File: src/rtl/imem_loader_if.sv
// rtl/imem_loader_if.sv - byte-stream and instruction-memory write bundle for imem_loader
interface imem_loader_if #(
    parameter int ADDR_WIDTH = 10
);
    logic [7:0]            in_data;
    logic                  in_valid;
    logic                  in_ready;
    logic                  mem_we;
    logic [ADDR_WIDTH-1:0] mem_addr;
    logic [31:0]           mem_wdata;

    // Host side: drives the byte stream, observes the memory write port
    modport master (
        output in_data,
        output in_valid,
        input  in_ready,
        input  mem_we,
        input  mem_addr,
        input  mem_wdata
    );

    // Loader side: consumes the byte stream, drives the memory write port
    modport slave (
        input  in_data,
        input  in_valid,
        output in_ready,
        output mem_we,
        output mem_addr,
        output mem_wdata
    );
endinterface

File: src/rtl/imem_loader.sv
// rtl/imem_loader.sv - boot-time instruction memory loader with XOR checksum and CPU hold
module imem_loader #(
    parameter int ADDR_WIDTH = 10
) (
    input  logic         clk,
    input  logic         rst_n,
    input  logic         start,
    imem_loader_if.slave bus,
    output logic         busy,
    output logic         done,
    output logic         error,
    output logic         cpu_hold
);

    typedef enum logic [2:0] {
        S_IDLE,
        S_LEN_HI,
        S_LEN_LO,
        S_DATA,
        S_CKSUM,
        S_DONE,
        S_ERR
    } state_t;

    // Largest legal word count; 17 bits so a 16-bit length can be compared against it
    localparam logic [16:0] CAPACITY = 17'(2**ADDR_WIDTH);

    state_t                state_q,     state_d;
    logic [7:0]            len_hi_q,    len_hi_d;
    logic [15:0]           len_q,       len_d;
    // One bit wider than the address so a full-capacity image never wraps to 0
    logic [ADDR_WIDTH:0]   word_cnt_q,  word_cnt_d;
    logic [1:0]            byte_cnt_q,  byte_cnt_d;
    logic [7:0]            acc_q,       acc_d;
    logic [31:0]           asm_q,       asm_d;
    logic                  mem_we_q,    mem_we_d;
    logic [ADDR_WIDTH-1:0] mem_addr_q,  mem_addr_d;
    logic [31:0]           mem_wdata_q, mem_wdata_d;

    logic        accept;
    logic [16:0] len_full;
    logic [31:0] word_next;

    assign bus.in_ready  = (state_q == S_LEN_HI) || (state_q == S_LEN_LO) ||
                           (state_q == S_DATA)   || (state_q == S_CKSUM);
    assign accept        = bus.in_ready && bus.in_valid;
    assign len_full      = {1'b0, len_hi_q, bus.in_data};
    assign word_next     = {asm_q[23:0], bus.in_data};

    assign busy          = bus.in_ready;
    assign done          = (state_q == S_DONE);
    assign error         = (state_q == S_ERR);
    assign cpu_hold      = (state_q != S_DONE);
    assign bus.mem_we    = mem_we_q;
    assign bus.mem_addr  = mem_addr_q;
    assign bus.mem_wdata = mem_wdata_q;

    // Next-state, stream parsing, word assembly and write-strobe generation
    always_comb begin
        state_d     = state_q;
        len_hi_d    = len_hi_q;
        len_d       = len_q;
        word_cnt_d  = word_cnt_q;
        byte_cnt_d  = byte_cnt_q;
        acc_d       = acc_q;
        asm_d       = asm_q;
        mem_we_d    = 1'b0;
        mem_addr_d  = mem_addr_q;
        mem_wdata_d = mem_wdata_q;

        unique case (state_q)
            S_IDLE, S_DONE, S_ERR: begin
                if (start) begin
                    state_d    = S_LEN_HI;
                    word_cnt_d = '0;
                    byte_cnt_d = '0;
                    acc_d      = '0;
                    asm_d      = '0;
                end
            end
            S_LEN_HI: begin
                if (accept) begin
                    len_hi_d = bus.in_data;
                    acc_d    = acc_q ^ bus.in_data;
                    state_d  = S_LEN_LO;
                end
            end
            S_LEN_LO: begin
                if (accept) begin
                    len_d = len_full[15:0];
                    acc_d = acc_q ^ bus.in_data;
                    if (len_full > CAPACITY) begin
                        state_d = S_ERR;
                    end else if (len_full == 17'd0) begin
                        state_d = S_CKSUM;
                    end else begin
                        state_d = S_DATA;
                    end
                end
            end
            S_DATA: begin
                if (accept) begin
                    acc_d      = acc_q ^ bus.in_data;
                    asm_d      = word_next;
                    byte_cnt_d = byte_cnt_q + 2'd1;
                    if (byte_cnt_q == 2'd3) begin
                        mem_we_d    = 1'b1;
                        mem_addr_d  = word_cnt_q[ADDR_WIDTH-1:0];
                        mem_wdata_d = word_next;
                        word_cnt_d  = word_cnt_q + 1'b1;
                        if (16'(word_cnt_q) + 16'd1 == len_q) begin
                            state_d = S_CKSUM;
                        end
                    end
                end
            end
            S_CKSUM: begin
                if (accept) begin
                    state_d = (bus.in_data == acc_q) ? S_DONE : S_ERR;
                end
            end
            default: state_d = S_IDLE;
        endcase
    end

    // State and datapath registers; async reset aborts any session in progress
    always_ff @(posedge clk or negedge rst_n) begin
        if (!rst_n) begin
            state_q     <= S_IDLE;
            len_hi_q    <= '0;
            len_q       <= '0;
            word_cnt_q  <= '0;
            byte_cnt_q  <= '0;
            acc_q       <= '0;
            asm_q       <= '0;
            mem_we_q    <= 1'b0;
            mem_addr_q  <= '0;
            mem_wdata_q <= '0;
        end else begin
            state_q     <= state_d;
            len_hi_q    <= len_hi_d;
            len_q       <= len_d;
            word_cnt_q  <= word_cnt_d;
            byte_cnt_q  <= byte_cnt_d;
            acc_q       <= acc_d;
            asm_q       <= asm_d;
            mem_we_q    <= mem_we_d;
            mem_addr_q  <= mem_addr_d;
            mem_wdata_q <= mem_wdata_d;
        end
    end

endmodule
File: src/flat_wrapper.sv
// flat-port wrapper written by rule: the top's interface ports become plain ports
module imem_loader_flat 
#(
    parameter int ADDR_WIDTH = 10
)
  (clk, rst_n, start, busy, done, error, cpu_hold, bus_in_data, bus_in_valid, bus_in_ready, bus_mem_we, bus_mem_addr, bus_mem_wdata);
  imem_loader_if #(.ADDR_WIDTH(ADDR_WIDTH)) bus_i ();
  input  logic clk;
  input  logic rst_n;
  input  logic start;
  output logic busy;
  output logic done;
  output logic error;
  output logic cpu_hold;
  input wire logic [$bits(bus_i.in_data)-1:0] bus_in_data;
  input wire logic [$bits(bus_i.in_valid)-1:0] bus_in_valid;
  output wire logic [$bits(bus_i.in_ready)-1:0] bus_in_ready;
  output wire logic [$bits(bus_i.mem_we)-1:0] bus_mem_we;
  output wire logic [$bits(bus_i.mem_addr)-1:0] bus_mem_addr;
  output wire logic [$bits(bus_i.mem_wdata)-1:0] bus_mem_wdata;
  assign bus_i.in_data = bus_in_data;
  assign bus_i.in_valid = bus_in_valid;
  assign bus_in_ready = bus_i.in_ready;
  assign bus_mem_we = bus_i.mem_we;
  assign bus_mem_addr = bus_i.mem_addr;
  assign bus_mem_wdata = bus_i.mem_wdata;
  imem_loader #(.ADDR_WIDTH(ADDR_WIDTH)) u_core (.clk(clk), .rst_n(rst_n), .start(start), .bus(bus_i), .busy(busy), .done(done), .error(error), .cpu_hold(cpu_hold));
endmodule
File: config.mk
export PLATFORM = sky130hd
export DESIGN_NAME = imem_loader_flat
export DESIGN_NICKNAME = d
export VERILOG_FILES = /design/src/rtl/imem_loader_if.sv /design/src/rtl/imem_loader.sv /design/src/flat_wrapper.sv
export SDC_FILE = /design/constraint.sdc
export NUM_CORES = 1
export LEC_CHECK = 0
export BUFFER_PORTS_ARGS = -buffer_cell sky130_fd_sc_hd__buf_4
export CORE_MARGIN = 5
export CORE_UTILIZATION = 50
export CTS_BUF_LIST = sky130_fd_sc_hd__clkbuf_8
export CTS_CLUSTER_DIAMETER = 100
export DETAILED_ROUTE_END_ITERATION = 10
export PLACE_DENSITY = 0.75
export SYNTH_ARGS = -nofsm -noshare
export SYNTH_HDL_FRONTEND = slang
export SYNTH_SLANG_ARGS = --single-unit
File: constraint.sdc
create_clock -name clk -period 3 [get_ports clk]
set_input_delay 0.45 -clock clk [delete_from_list [all_inputs] [get_ports clk]]
set_output_delay 0.45 -clock clk [all_outputs]
set_load 0.005 [all_outputs]
# Word-level counts from Yosys, hierarchy flattened
# Index checks and enable logic that the tools add are counted.
# totals
reg_bits	115
inputBits	12
output_inout_bits	48
wordCells	77
# classes
add_sub_neg	3
n_lt_le_gt_ge	1
n_eq_ne	18
mux	27
bitwise	1
n_reduce_logical	17
# op_table
operator	n
$mux W24	2
$pmux W24 S2	1
$mux W11	3
$mux W3	9
$pmux W11 S2	1
$logic_not A17 Y1	1
$eq A16 B16 Y1	1
$gt A16 B11 Y1 const B	1
$mux W8	2
$pmux W8 S2	1
$pmux W3 S5	1
$add A11 B1 Y12 const B	1
$add A11 B1 Y11 const B	1
$ne A2 B1 Y1 const B	5
$eq A3 B3 Y1 const B	3
$reduce_and A3 Y1	3
$eq A8 B8 Y1	1
$xor A8 B8 Y8	1
$reduce_and A7 Y1	1
$eq A3 B2 Y1 const B	2
$mux W2	3
$ne A2 B2 Y1 const B	3
$reduce_or A3 Y1	2
$pmux W2 S2	1
11 further kinds	17

# Longest topological paths before layout
# Gate-level depths: netlist of run 1.
# logic_depth
depth_word	7
ltp_mapped	9
mapped_depth_nobuf	7

# Least setup slack after synthesis of run 1
# No wires, ideal clock.
# synth_timing
path_kind	reg-to-reg
startpoint	register u_core.word_cnt_q[0]
endpoint	register u_core.state_q[1]
setup_ns	0.139
arrival_time_ns	2.092
t_required_ns	2.861
path_slack_ns	0.769
stages_incl_launch_ff	9
n_path_buf	1
synth_period_minus_slack_ns	2.231
path_cell_list	dfrtp_1 -> ha_1 -> and3_1 -> and3_1 -> clkbuf_1 -> a21oi_1 -> or4_4 -> o31ai_4 -> o211ai_1
# synth_between
elab_chain_len	4
# synth_rtl
item	line	text
start, declared	imem_loader.sv:32	logic [ADDR_WIDTH:0] word_cnt_q, word_cnt_d;
start signal, assigned	imem_loader.sv:143	word_cnt_q <= word_cnt_d;
$add A11 B1 Y12	imem_loader.sv:111	if (16'(word_cnt_q) + 16'd1 == len_q) begin
$eq A16 B16 Y1	imem_loader.sv:111	
$ne A2 B2 Y1 (no line)	--	
$reduce_and A7 Y1 (no line)	--	
end signal, assigned	imem_loader.sv:140	state_q <= state_d;
end, declared	imem_loader.sv:28	state_t state_q, state_d;
# No other way between the ends.
# A chain may end at the register's enable or synchronous reset.

# Worst setup path after layout of run 1
# layout_timing
startpoint	register u_core.word_cnt_q[0]
endpoint	register u_core.state_q[0]
# Same word-level chain as after synthesis.

==> results.py, run 1 <==
metrics = {
    "global_routing": {
        "grt_pass1_wl_um": 19830,
        "grt_max_degree": 61,
        "gr-usage-all-layers": 0.1932,
        "gr-total-overflow": 0,
        "grt_pass1_vias": 4027,
        "antenna_found_initial": 0,
    },
    "detailed_routing": {
        "postRouteAntennaNets": 0,
        "vias": 4065,
        "first_pass_iters": 5,
        "viasPerCell": 5.356,
        "wl_um": 11450,
        "routed_wire_length_per_instance_um": 15.08,
        "drt_iter0_markers": 268,
        "drc": 0,
    },
    "synthesis": {
        "ys_ff_latch": 115,
        "seq_area_frac_synth": 0.5391,
        "yosys_warnings": 0,
        "async_reset_ff_frac": 1.000,
        "syn_inst": 568,
        "synth.avg_cell_area_um2": 9.397,
        "ys_types": 52,
        "syn_area_mm2": 0.005338,
        "synth_edf_count": 0,
        "synth-main-ff-cell": "dfrtp_1",
        "synth.net_count": 582,
    },
    "floorplanning": {
        "row_count": 37,
        "pin_count": 60,
        "die_y_um": 113.3,
        "dieWidth_um": 113.3,
        "fp.dieArea_mm2": 0.01284,
        "core_area_mm2": 0.01037,
        "initial_utilization": 0.5147,
    },
    "final_layout": {
        "drive_gt1_frac": 0.2135,
        "n_antenna_cell": 0,
        "area_growth_pct": 17.37,
        "fin_cells": 759,
        "nFillCells": 878,
        "nets": 625,
        "final_core_util": 0.6041,
    },
    "worst_hold_path": {
        "hold_class": "input port to async pin",
    },
    "clock_network": {
        "post_cts_buffers": 0,
        "clock_latency_ns": 0.43,
        "clkSlewWorstSetupHoldPaths_ns": 0.07,
        "tritoncts": "yes",
        "holdBufCountCts": 0,
        "htree_levels": 4,
        "cts_root_buf": "clkbuf_8",
        "cts_max_path_buffers": 2,
        "cts_resized": 0,
        "clock-sinks": 115,
        "numCtsBuffers": 17,
    },
    "sta": {
        "setup_viol": 0,
        "fmax_mhz": 410.5,
        "drv_slew": 0,
        "final_hold_viol_count": 0,
        "max_slew_margin": 0.4672,
        "finalCriticalPeriod_ns": 2.436,
        "rsz0062_at_grt": "no",
        "fin_crit_sh": 0.8120,
        "worstMarginPinSlew_ns": 0.7992,
        "skew_ns": 0.007628,
        "finalSetupTns_ns": 0,
        "layout_setup_ws_ns": 0.5639,
    },
    "power_and_ir_drop": {
        "seqPwrFrac": 0.436,
        "peakVddDrop_v": 0.0004048,
        "pwr-share-comb": 0.316,
        "powerDensity_mw_per_mm2": 937.4,
        "p_sw_frac": 0.3424,
        "internal_power_mw": 3.862,
        "total_leakage_power_nw": 3.051,
        "p_switching_mw": 2.011,
        "clock_power_share": 0.248,
        "total_power_mw": 5.873,
    },
    "critical_path": {
        "critical_path_class": "register to register",
        "arrival_ns": 2.74,
        "endpoint_kind": "register",
        "start_kind": "register",
        "critPathRequiredTime_ns": 3.30,
        "cp_max_fo": 8,
    },
    "placement": {
        "routabilityCongestion": 0.8633,
        "dp_worst_setup_slack_ns": 0.6105,
        "dp_hpwl_um": 7642,
        "placed_cells": 728,
        "port_buffers": 59,
    },
    "run_status": {
        "outcome": "finished clean",
    },
    "job": {
        "drv_cap": 0,
    },
}
-- layer usage --
metal  GRT usage  routed length [µm]  part of all wire
met1      0.2640                5172              0.45
met2      0.2986                5450              0.48
met3     0.05134                 654             0.057
met4     0.06891                 171             0.015
met5           0                   0                 0
-- cells in the mapped netlist, drive strengths merged (2+ instances only) --
library cell	instances	area share
a32o	2	0.0038
o31ai	5	0.0096
nand2	191	0.13
mux2	26	0.055
nor4	3	0.0035
and3b	3	0.0049
nor2	22	0.015
inv	3	0.0021
xor2	6	0.0098
xnor2	22	0.038
a21boi	2	0.0028
o41ai	2	0.0047
or3	2	0.0023
nor3	7	0.0087
dfrtp	115	0.54
ha	2	0.0047
and3	3	0.0035
buf	11	0.011
o21ai	59	0.055
nand4	4	0.0047
or4	3	0.0049
nor2b	3	0.0035
a21oi	4	0.0038
mux2i	2	0.0038
nand2b	6	0.0070
o211ai	3	0.0042
a22oi	3	0.0042
clkbuf	31	0.022
nand3	10	0.012
and2	2	0.0023
-- flip-flops by register name, summed over array words and instances, names as in the netlist --
name / count
u_core.bus.mem_we: 1
u_core.word_cnt_q: 11
u_core.len_q: 16
u_core.bus.mem_addr: 10
u_core.state_q: 3
u_core.bus.mem_wdata: 32
u_core.acc_q: 8
u_core.asm_q: 24
u_core.byte_cnt_q: 2
u_core.len_hi_q: 8
-- power by group through the flow --
stage | combinational [mW] | sequential [mW] | clock (mW)
after floorplan | 1.25 | 2.47 | 0
after CTS | 1.88 | 2.56 | 1.48
final | 1.86 | 2.56 | 1.45
after detailed placement | 1.87 | 2.59 | 0
after global placement | 1.81 | 2.55 | 0
after global routing | 2.10 | 2.64 | 1.56
-- final cells by class --
cell class | count | area [µm²] | share of cell area
clock buffer | 22 | 302.8 | 0.04833
clock inverter | 9 | 103.9 | 0.01658
inverter | 3 | 11.26 | 0.001797
multi-input combinational | 408 | 2291 | 0.3657
sequential | 115 | 2878 | 0.4594
tap | 136 | 170.2 | 0.02716
timing repair buffer | 66 | 508.0 | 0.08109
-- layout by cell type (no fill, tap or decap), drive strengths merged, types with 7 or more instances in the layout --
| cell type | n |
|---|---|
| nor2 | 22 |
| o21ai | 59 |
| clkbuf | 22 |
| buf | 66 |
| nand2 | 191 |
| nor3 | 7 |
| nand3 | 10 |
| dfrtp | 115 |
| mux2 | 26 |
| xnor2 | 22 |
-- worst max-delay path, cell delays in order, from the launching register on --
cell,delay [ns]
dfrtp_1,0.47
ha_1,0.29
nand3_1,0.25
nor3_4,0.25
xnor2_1,0.09
or4_4,0.55
o31ai_4,0.26
nand4_1,0.12
-- through the flow --
stage | hold WS [ns] | instance area (µm²)
6_report | 0.07676 | 6265
5_1_grt | 0.1402 | 6265
4_1_cts | 0.09711 | 6265
3_5_place_dp | 0.4571 | 5858
3_3_place_gp | 0.4505 | 5858
2_1_floorplan | 0.1544 | 5338
-- path summary, 6_finish.rpt --
path / startpoint / endpoint / slack [ns] / cells past startpoint
setup / recovery: u_core.word_cnt_q[0] / u_core.state_q[0] / 0.56 / 7
hold / removal: rst_n / u_core.bus.mem_wdata[28] / 0.08 / 1
setup reg to reg: u_core.word_cnt_q[0] / u_core.state_q[0] / 0.56 / 7
hold reg to reg: u_core.asm_q[21] / u_core.bus.mem_wdata[29] / 0.47 / 2
max in group asynchronous: rst_n / u_core.acc_q[6] / 2.20 / 2
min in group clk: bus_in_data[5] / u_core.bus.mem_wdata[5] / 0.32 / 3
-- cells by family (layout without fill, tap and decap cells) --
| group | Yosys count | in the layout | synth area share |
|---|---|---|---|
| compound gates | 86 | 86 | 0.09728 |
| xor+xnor | 29 | 29 | 0.05157 |
| fa+ha+maj | 2 | 2 | 0.004687 |
| buf+inv | 45 | 100 | 0.03469 |
| flops | 115 | 115 | 0.5391 |
| mux | 28 | 28 | 0.05860 |
| simple gates | 263 | 263 | 0.2140 |
Note: power is estimated with default switching activity, not from simulation.
==> run 2, diff against run 1 <==
--- a/config.mk
+++ b/config.mk
@@ -5,6 +5,7 @@
 export SDC_FILE = /design/constraint.sdc
 export NUM_CORES = 1
 export LEC_CHECK = 0
+export ABC_AREA = 1
 export BUFFER_PORTS_ARGS = -buffer_cell sky130_fd_sc_hd__buf_4
 export CORE_MARGIN = 5
 export CORE_UTILIZATION = 50
==> constraint.sdc (replaced) <==
create_clock -name clk -period 2.5 [get_ports clk]
set_input_delay 0.375 -clock clk [delete_from_list [all_inputs] [get_ports clk]]
set_output_delay 0.375 -clock clk [all_outputs]
set_load 0.005 [all_outputs]
==> results.py, run 2 <==
metrics = {
    "run_status": {
        "outcome": "finished clean",
    },
    "global_routing": {
        "gr-usage-all-layers": 0.1975,
        "gr-total-overflow": 0,
        "grt_max_degree": 53,
        "antenna_found_initial": 0,
        "grt_pass1_wl_um": 20090,
        "grt_pass1_vias": 4144,
    },
    "clock_network": {
        "cts_root_buf": "clkbuf_8",
        "cts_max_path_buffers": 2,
        "tritoncts": "yes",
        "clock-sinks": 115,
        "numCtsBuffers": 17,
        "htree_levels": 4,
        "clkSlewWorstSetupHoldPaths_ns": 0.07,
        "clock_latency_ns": 0.42,
        "post_cts_buffers": 0,
    },
    "detailed_routing": {
        "drt_iter0_markers": 310,
        "viasPerCell": 5.173,
        "routed_wire_length_per_instance_um": 14.12,
        "first_pass_iters": 6,
        "drc": 0,
        "postRouteAntennaNets": 0,
        "vias": 4206,
        "wl_um": 11480,
    },
    "final_layout": {
        "nFillCells": 880,
        "drive_gt1_frac": 0.1861,
        "final_core_util": 0.6061,
        "area_growth_pct": 19.67,
        "final_common_cell": "nand2_1",
        "n_antenna_cell": 0,
        "final_cell_mix": "155 x nand2_1, 115 x dfrtp_1, 69 x inv_1, 69 x o21ai_0, 67 x buf_4",
        "nets": 679,
        "fin_area_mm2": 0.006173,
        "largest_reg_flops": 32,
        "fin_cells": 813,
    },
    "placement": {
        "dp_hpwl_um": 8320,
        "routabilityCongestion": 0.8570,
        "dpl-instance-area_mm2": 0.005747,
        "dp_worst_setup_slack_ns": 0.4119,
        "port_buffers": 59,
        "placed_cells": 781,
    },
    "synthesis": {
        "synth_mux_area_frac": 0,
        "synthTopCellsByArea": "dfrtp_1 56%, nand2_1 11%, o21ai_0 6.7%, nand3_1 5.0%, inv_1 5.0%",
        "synth_top_family_by_area": "simple AND/OR/NAND/NOR gates",
        "synth.avg_cell_area_um2": 8.612,
        "synth-simple-area-share": 0.2146,
        "syn_inst": 599,
        "yosysTopAreaCellShare": 0.5578,
        "syn_area_mm2": 0.005159,
        "synthMostInstantiatedCell": "nand2_1",
        "async_reset_ff_frac": 1.000,
        "synthTopCellsByCount": "155 x nand2_1, 115 x dfrtp_1, 69 x inv_1, 69 x o21ai_0, 52 x nand3_1",
        "ys_ff_latch": 115,
        "synth.net_count": 613,
        "yosys.area.top_type": "dfrtp_1",
        "ys_types": 35,
        "synth_compound_area_frac": 0.1300,
        "synth_edf_count": 0,
        "synth_xor_area_frac": 0.01528,
        "seq_area_frac_synth": 0.5578,
        "synth-main-ff-cell": "dfrtp_1",
        "synth_fa_ha_area_frac": 0.004851,
        "yosys_warnings": 0,
    },
    "power_and_ir_drop": {
        "total_leakage_power_nw": 2.999,
        "p_sw_frac": 0.3549,
        "internal_power_mw": 3.802,
        "powerDensity_mw_per_mm2": 954.7,
        "seqPwrFrac": 0.409,
        "p_switching_mw": 2.092,
        "total_power_mw": 5.894,
        "clock_power_share": 0.305,
        "peakVddDrop_v": 0.0006787,
        "pwr-share-comb": 0.286,
    },
    "critical_path": {
        "critPathRequiredTime_ns": 2.81,
        "crit_top_cell": "nand2_1",
        "start_kind": "register",
        "critPathTopFamily": "simple AND/OR/NAND/NOR gates",
        "cp_max_fo": 5,
        "arrival_ns": 2.41,
        "max_stage_delay_ns": 0.41,
        "startpoint": "u_core.word_cnt_q[0]",
        "reg2reg_from": "u_core.word_cnt_q[0]",
        "critical_path_class": "register to register",
        "path_cells": "ha_1 -> nand3_1 -> nor2_1 -> nand2_1 -> nand2_1 -> nand2_1 -> nand2_1 -> nand3_1 -> nor2_1 -> nand2_1 -> nand2_1 -> nand2_1 -> nand2_1 -> nand2_1",
        "slowest_stage": "dfrtp_1",
        "critPathBufInv": 0,
        "endpoint_kind": "register",
    },
    "floorplanning": {
        "dieWidth_um": 111.6,
        "row_count": 37,
        "fp.dieArea_mm2": 0.01245,
        "initial_utilization": 0.5065,
        "die_y_um": 111.6,
        "core_area_mm2": 0.01018,
        "pin_count": 60,
    },
    "sta": {
        "worstMarginPinSlew_ns": 0.5933,
        "fmax_mhz": 476.3,
        "finalSetupTns_ns": 0,
        "skew_ns": 0.007634,
        "finalCriticalPeriod_ns": 2.100,
        "drv_slew": 0,
        "layout_setup_ws_ns": 0.4004,
        "max_slew_margin": 0.6045,
        "final_hold_viol_count": 0,
        "fin_crit_sh": 0.8398,
        "setup_viol": 0,
        "whs_ns": 0.2420,
        "rsz0062_at_grt": "no",
    },
    "job": {
        "drv_cap": 0,
    },
    "worst_hold_path": {
        "min_from": "bus_in_data[4]",
        "hold_class": "input port to register",
    },
}
[run 2: cell count changes after synthesis, sizes merged, moves of 19 or more]
cell,before,now
inv,3,73
mux2,26,0
nand2,191,156
nand3,10,54
o21ai,59,92
xnor2,22,3
[run 2: path summary, 6_finish.rpt]
kind	endpoint	slack, ns	cells past startpoint
max	u_core.state_q[1]	0.40	14
min	u_core.asm_q[4]	0.24	3
max reg2reg	u_core.state_q[1]	0.40	14
min reg2reg	u_core.bus.mem_addr[2]	0.48	2
max in group asynchronous	u_core.bus.mem_wdata[21]	1.25	3
min in group asynchronous	u_core.word_cnt_q[9]	0.49	2
[run 2: final cells by class]
cell class / count / area (µm²) / share of cell area
clock buffer: 19 / 261.5 / 0.04236
clock inverter: 12 / 155.1 / 0.02513
inverter: 73 / 274.0 / 0.04439
multi-input combinational: 388 / 1882 / 0.3048
sequential: 115 / 2878 / 0.4662
tap: 136 / 170.2 / 0.02756
timing repair buffer: 70 / 553.0 / 0.08958
[run 2: tightest hold or removal path, delay by kind of cell]
family / cells / cell delay [ns]
buf+inv: 1 / 0.10
compound gates: 1 / 0.06
simple gates: 1 / 0.08
[run 2: cells by family after synthesis]
kind of cell,count (synthesis)
buffers and inverters,96
AND/OR/NAND/NOR,260
adder cells (fa/ha/maj),2
AO/OA/AOI/OAI,117
flip-flops,115
XOR/XNOR,9
[run 2: repair_timing]
item                                   4_1_cts  5_1_grt
hold buffers                                 1        0
endpoints found under the hold margin       41        0
gates resized for setup                      0        0
[run 2: power by group through the flow]
stage | sequential [mW] | combinational, mW | clock (mW)
6_report | 2.41 | 1.69 | 1.80
2_1_floorplan | 2.37 | 1.34 | 0
4_1_cts | 2.41 | 1.69 | 1.82
3_3_place_gp | 2.42 | 1.61 | 0
3_5_place_dp | 2.44 | 1.68 | 0
5_1_grt | 2.45 | 1.92 | 1.93
[run 2: per-layer routing]
layer | GRT usage | vias up | wire length [µm]
li1 | - | 2071 | -
met4 | 0.06975 | 0 | 165
met5 | 0 | - | 0
met2 | 0.3056 | 133 | 5370
met3 | 0.05217 | 20 | 716
met1 | 0.2711 | 1982 | 5224
